==> src/rtl/whack_a_mole_core.sv <==
// Whack-a-mole game core: LFSR-picked moles, tick-timed windows and gaps,
// hit/miss scoring with lives and a difficulty level that shrinks the window.
module whack_a_mole_core #(
   parameter int N_MOLES = 4,
   parameter int SCORE_W = 8,
   parameter int WIN_INIT = 8,
   parameter int WIN_MIN = 2,
   parameter int LEVEL_STEP = 4,
   parameter int GAP_TICKS = 3,
   parameter int MAX_MISS = 3,
   parameter logic [15:0] LFSR_SEED = 16'hACE1
) (
   input  logic               clk,
   input  logic               rst,
   input  logic               start,
   input  logic               tick,
   input  logic [N_MOLES-1:0] btn,
   output logic [N_MOLES-1:0] mole,
   output logic [SCORE_W-1:0] score,
   output logic [2:0]         lives,
   output logic [3:0]         level,
   output logic               busy,
   output logic               game_over,
   output logic               hit_pulse,
   output logic               miss_pulse
);

   localparam int IDX_W  = (N_MOLES > 1) ? $clog2(N_MOLES) : 1;
   localparam int GAP_W  = (GAP_TICKS > 1) ? $clog2(GAP_TICKS + 1) : 1;
   localparam int STEP_W = (LEVEL_STEP > 1) ? $clog2(LEVEL_STEP + 1) : 1;

   typedef enum logic [1:0] {S_IDLE, S_GAP, S_UP, S_OVER} state_t;

   state_t             state_q, state_d;
   logic [15:0]        lfsr_q, lfsr_d;
   logic [N_MOLES-1:0] btn_q;
   logic [N_MOLES-1:0] mole_q, mole_d;
   logic [IDX_W-1:0]   prevIdx_q, prevIdx_d;
   logic               prevValid_q, prevValid_d;
   logic [SCORE_W-1:0] score_q, score_d;
   logic [2:0]         lives_q, lives_d;
   logic [3:0]         level_q, level_d;
   logic [3:0]         window_q, window_d;
   logic [3:0]         winCnt_q, winCnt_d;
   logic [GAP_W-1:0]   gapCnt_q, gapCnt_d;
   logic [STEP_W-1:0]  stepCnt_q, stepCnt_d;
   logic               hit_q, hit_d;
   logic               miss_q, miss_d;
   logic               busy_q, busy_d;
   logic               over_q, over_d;

   logic [N_MOLES-1:0] btnEdge;
   logic               wrongEdge, rightEdge;
   logic               startEv, loadEv, hitEv, missEv;
   logic [IDX_W-1:0]   rawIdx, selIdx;
   logic [N_MOLES-1:0] moleSel;

   assign btnEdge   = btn & ~btn_q;
   assign wrongEdge = |(btnEdge & ~mole_q);
   assign rightEdge = |(btnEdge & mole_q);

   // Bumping a repeated index keeps consecutive moles distinct.
   always_comb begin
      rawIdx = IDX_W'(lfsr_q[7:0] % 8'(N_MOLES));
      selIdx = rawIdx;
      if (prevValid_q && (rawIdx == prevIdx_q)) begin
         selIdx = (rawIdx == IDX_W'(N_MOLES - 1)) ? '0 : rawIdx + 1'b1;
      end
      moleSel = {{(N_MOLES-1){1'b0}}, 1'b1} << selIdx;
   end

   always_ff @(posedge clk) begin
      if (rst) begin
         state_q     <= S_IDLE;
         lfsr_q      <= LFSR_SEED;
         btn_q       <= '0;
         mole_q      <= '0;
         prevIdx_q   <= '0;
         prevValid_q <= 1'b0;
         score_q     <= '0;
         lives_q     <= '0;
         level_q     <= '0;
         window_q    <= 4'(WIN_INIT);
         winCnt_q    <= '0;
         gapCnt_q    <= '0;
         stepCnt_q   <= '0;
         hit_q       <= 1'b0;
         miss_q      <= 1'b0;
         busy_q      <= 1'b0;
         over_q      <= 1'b0;
      end else begin
         state_q     <= state_d;
         lfsr_q      <= lfsr_d;
         btn_q       <= btn;
         mole_q      <= mole_d;
         prevIdx_q   <= prevIdx_d;
         prevValid_q <= prevValid_d;
         score_q     <= score_d;
         lives_q     <= lives_d;
         level_q     <= level_d;
         window_q    <= window_d;
         winCnt_q    <= winCnt_d;
         gapCnt_q    <= gapCnt_d;
         stepCnt_q   <= stepCnt_d;
         hit_q       <= hit_d;
         miss_q      <= miss_d;
         busy_q      <= busy_d;
         over_q      <= over_d;
      end
   end

   // A wrong press beats a correct one; a correct press beats an expiring tick.
   always_comb begin
      state_d = state_q;
      startEv = 1'b0;
      loadEv  = 1'b0;
      hitEv   = 1'b0;
      missEv  = 1'b0;
      unique case (state_q)
         S_IDLE, S_OVER: begin
            if (start) begin
               state_d = S_GAP;
               startEv = 1'b1;
            end
         end
         S_GAP: begin
            if (tick && (gapCnt_q <= GAP_W'(1))) begin
               state_d = S_UP;
               loadEv  = 1'b1;
            end
         end
         S_UP: begin
            if (wrongEdge || (!rightEdge && tick && (winCnt_q <= 4'd1))) begin
               missEv  = 1'b1;
               state_d = (lives_q <= 3'd1) ? S_OVER : S_GAP;
            end else if (rightEdge) begin
               hitEv   = 1'b1;
               state_d = S_GAP;
            end
         end
         default: state_d = S_IDLE;
      endcase
   end

   always_comb begin
      lfsr_d      = {lfsr_q[14:0], lfsr_q[15] ^ lfsr_q[13] ^ lfsr_q[12] ^ lfsr_q[10]};
      mole_d      = mole_q;
      prevIdx_d   = prevIdx_q;
      prevValid_d = prevValid_q;
      score_d     = score_q;
      lives_d     = lives_q;
      level_d     = level_q;
      window_d    = window_q;
      winCnt_d    = winCnt_q;
      gapCnt_d    = gapCnt_q;
      stepCnt_d   = stepCnt_q;
      hit_d       = 1'b0;
      miss_d      = 1'b0;
      busy_d      = (state_d == S_GAP) || (state_d == S_UP);
      over_d      = (state_d == S_OVER);

      if (startEv) begin
         mole_d    = '0;
         score_d   = '0;
         level_d   = '0;
         lives_d   = 3'(MAX_MISS);
         window_d  = 4'(WIN_INIT);
         gapCnt_d  = GAP_W'(GAP_TICKS);
         stepCnt_d = '0;
      end
      if ((state_q == S_GAP) && tick && !loadEv) begin
         gapCnt_d = gapCnt_q - 1'b1;
      end
      if (loadEv) begin
         mole_d      = moleSel;
         winCnt_d    = window_q;
         prevIdx_d   = selIdx;
         prevValid_d = 1'b1;
      end
      if ((state_q == S_UP) && tick && !hitEv && !missEv) begin
         winCnt_d = winCnt_q - 4'd1;
      end
      if (hitEv) begin
         hit_d    = 1'b1;
         mole_d   = '0;
         gapCnt_d = GAP_W'(GAP_TICKS);
         score_d  = (&score_q) ? score_q : score_q + 1'b1;
         // The shorter window takes effect at the next mole load.
         if (stepCnt_q == STEP_W'(LEVEL_STEP - 1)) begin
            stepCnt_d = '0;
            level_d   = (level_q == 4'd15) ? level_q : level_q + 4'd1;
            window_d  = (window_q > 4'(WIN_MIN)) ? window_q - 4'd1 : window_q;
         end else begin
            stepCnt_d = stepCnt_q + 1'b1;
         end
      end
      if (missEv) begin
         miss_d   = 1'b1;
         mole_d   = '0;
         gapCnt_d = GAP_W'(GAP_TICKS);
         lives_d  = lives_q - 3'd1;
      end
   end

   assign mole       = mole_q;
   assign score      = score_q;
   assign lives      = lives_q;
   assign level      = level_q;
   assign busy       = busy_q;
   assign game_over  = over_q;
   assign hit_pulse  = hit_q;
   assign miss_pulse = miss_q;

endmodule

==> config.mk <==
export PLATFORM = sky130hd
export DESIGN_NAME = whack_a_mole_core
export DESIGN_NICKNAME = d
export VERILOG_FILES = /design/src/rtl/whack_a_mole_core.sv
export SDC_FILE = /design/constraint.sdc
export NUM_CORES = 1
export LEC_CHECK = 0
export ABC_AREA = 1
export ABC_CLOCK_PERIOD_IN_PS = 2000
export BUFFER_PORTS_ARGS = -buffer_cell sky130_fd_sc_hd__buf_4
export CAP_MARGIN = 25
export CORE_ASPECT_RATIO = 1.25
export CORE_MARGIN = 2
export CORE_UTILIZATION = 60
export CTS_BUF_LIST = sky130_fd_sc_hd__clkbuf_2
export DETAILED_ROUTE_END_ITERATION = 7
export GPL_ROUTABILITY_DRIVEN = 0
export PLACE_DENSITY = 0.82
export SLEW_MARGIN = 20
export SYNTH_ARGS = -nofsm -noshare
export SYNTH_HDL_FRONTEND = slang
export SYNTH_SLANG_ARGS = --single-unit
==> constraint.sdc <==
create_clock -name clk -period 2 [get_ports clk]
set_input_delay 0.4 -clock clk [delete_from_list [all_inputs] [get_ports clk]]
set_output_delay 0.4 -clock clk [all_outputs]
set_load 0.02 [all_outputs]
==> impl_metrics.csv <==
group,metric,value,unit
run_status,status,"completed",
clock_network,cts_tree,"yes",
critical_path,path_class,"reg -> reg",
synthesis,synth_nets,410,
timing,hold_slack,0.150,ns
timing,fmax,547,MHz
synthesis,yosysWarnings,0,
synthesis,synthCells,388,
synthesis,synth_area_per_cell,7.42,sq um
routing,drc_errors,0,
clock_network,numCtsBuffers,9,
timing,rsz0062_at_grt,"no",
finish,drive_gt1_frac,0.165,
timing,finalCritPeriodShare,0.914,
power,ir_drop,0.000696,V
placed_design,place_hpwl,4030,um
grt,track_usage,0.234,
floorplan,num_rows,28,
placed_design,port_buffers,30,
routing,routedWlPerCell,11.5,um
power,leakage,1.52,nW
critical_path,critPathRequiredTime,2.41,ns
routing,viasPerCell,5.19,
routing,ant_nets,0,
routing,initialDrtViolationCount,169,
finish,syn_to_final_growth,14.6,%
synthesis,synth_edf_count,0,
clock_network,clock-sinks,61,
clock_network,clk_pin_slew,0.17,ns
routing,wl,5650,um
finish,nFillCells,414,
finish,final_nets,447,
routing,dr.pass1.iters,4,
floorplan,fp.coreArea,0.00469,sq mm
critical_path,worstPathArrival,2.23,ns
floorplan,die-width,66.0,um
finish,final_cell_mix,"nand2_1, dfxtp_1, inv_1, nor2_1, buf_4",
worst_hold_path,hp-class,"in -> reg",
clock_network,cts_hold_buf,0,
floorplan,io_pins,31,
synthesis,ys.flop_type,"dfxtp_1",
timing,skew,0.0205,ns
critical_path,worstSetupStartpointType,"flip-flop",
clock_network,cts_max_level,3,
timing,slew_headroom,0.703,
floorplan,die-area,0.00537,sq mm
grt,grt_max_degree,27,
timing,setup_viol,0,
timing,worst_pin_slew,0.445,ns
grt,grt_pass1_vias,2342,
grt,grt_pass1_wl,9780,um
synthesis,netlist_area,0.00288,sq mm
finish,antenna_cells,0,
grt,antenna_found_initial,0,
synthesis,synth-async-reset-ratio,0,
power,cellPowerDensity,756,mW/mm^2
synthesis,ys_ff_latch,61,
clock_network,root_buffer,"clkbuf_2",
timing,hold_viol_final,0,
finish,final_common_cell,"nand2_1",
critical_path,path_max_fanout,22,
critical_path,end_kind,"flip-flop",
synthesis,synth.distinct_cells,30,
synthesis,synth_seq_area_share,0.424,
timing,slew_viol_final,0,
timing,min_period,1.83,ns
routing,vias,2544,
clock_network,clockBufferDepth,2,
timing,finalSetupTns,0,ns
job,drv_cap,0,
floorplan,initial_core_util,0.614,
floorplan,die_h,81.5,um
grt,grt_overflow,0,
clock_network,clkLatencyLatePin,0.46,ns
==> power by group <==
group / switching [mW] / internal (mW)
clock: 0.428 / 0.408
sequential: 0.0342 / 1.27
combinational: 0.216 / 0.133
==> repair_timing <==
action	in CTS	in global routing
buffers inserted	0	0
endpoints found under the setup margin	0	1
hold endpoints to repair	0	0
gates resized for setup	0	1
==> cell usage after synthesis, types with 3 or more instances <==
| cell type | count | share of area |
|---|---|---|
| a21oi_1 | 29 | 0.050 |
| clkbuf_1 | 5 | 0.0065 |
| dfxtp_1 | 61 | 0.42 |
| ha_1 | 14 | 0.061 |
| inv_1 | 50 | 0.065 |
| nand2_1 | 72 | 0.094 |
| nand2_2 | 3 | 0.0065 |
| nand3_1 | 33 | 0.057 |
| nor2_1 | 46 | 0.060 |
| nor2_4 | 3 | 0.012 |
| nor3_1 | 8 | 0.014 |
| o21ai_0 | 16 | 0.028 |
| o21ai_1 | 4 | 0.0070 |
| o21ai_2 | 3 | 0.0091 |
| or2_2 | 9 | 0.020 |
| xnor2_1 | 4 | 0.012 |
| xor2_1 | 10 | 0.030 |
==> sequential cells by signal (all words and copies together), names as in the netlist, 2 cells and up <==
name and cells:
score 8, winCnt_q 4, stepCnt_q 3, lives 3, prevIdx_q 2, btn_q 4, level 4, lfsr_q 16
state_q 2, mole 4, gapCnt_q 2, window_q 4
==> area by class of cell <==
class / instances / area, sq um / share of cell area
Tap cell: 60 / 75.1 / 0.0228
Sequential cell: 61 / 1220 / 0.370
Timing Repair Buffer: 34 / 255 / 0.0774
Clock inverter: 6 / 77.6 / 0.0235
Inverter: 52 / 195 / 0.0592
Clock buffer: 10 / 50.0 / 0.0152
Multi-Input combinational cell: 267 / 1430 / 0.432
==> stage by stage <==
step	total power, mW	instances	util	instance area (sq um)	worst slack (ns)
after floorplan	1.57	388	-	2880	0.365
after global placement	1.67	474	0.674	3160	0.153
after detailed placement	1.68	474	0.674	3160	0.118
after CTS	2.51	490	0.701	3290	0.197
after global routing	2.63	490	0.703	3300	0.000210
final	2.49	490	0.703	3300	0.173
==> worst max-delay path, stage by stage (launching register included) <==
cell and delay (ns):
dfxtp_1 0.46, ha_1 0.27, inv_1 0.11, nor2_4 0.15, nand2_4 0.19, nand2_1 0.18
o21ai_4 0.10, inv_2 0.13, nand2_1 0.06, a21oi_1 0.12
==> final timing paths <==
path / from / endpoint / slack (ns) / depth (start not counted)
max: state_q[1] / score[3] / 0.17 / 9
min: btn[3] / btn_q[3] / 0.15 / 3
max reg2reg: state_q[1] / score[3] / 0.17 / 9
min reg2reg: lfsr_q[2] / lfsr_q[3] / 0.41 / 2
==> routing by layer <==
| metal | wire [um] | part of all wire | GRT usage | vias up |
|---|---|---|---|---|
| met5 | 0 | 0 | 0 | - |
| met4 | 85 | 0.015 | 0.0918 | 0 |
| met3 | 216 | 0.038 | 0.0562 | 9 |
| met2 | 2770 | 0.49 | 0.407 | 57 |
| met1 | 2580 | 0.46 | 0.277 | 1161 |
| li1 | - | - | - | 1317 |
==> cell families after synthesis <==
family,synth area share
buffers and inverters,0.0838
flip-flops,0.424
AO/OA/AOI/OAI,0.106
AND/OR/NAND/NOR,0.282
adder cells (fa/ha/maj),0.0608
XOR/XNOR,0.0426
Note: power is estimated with default switching activity, not from simulation.
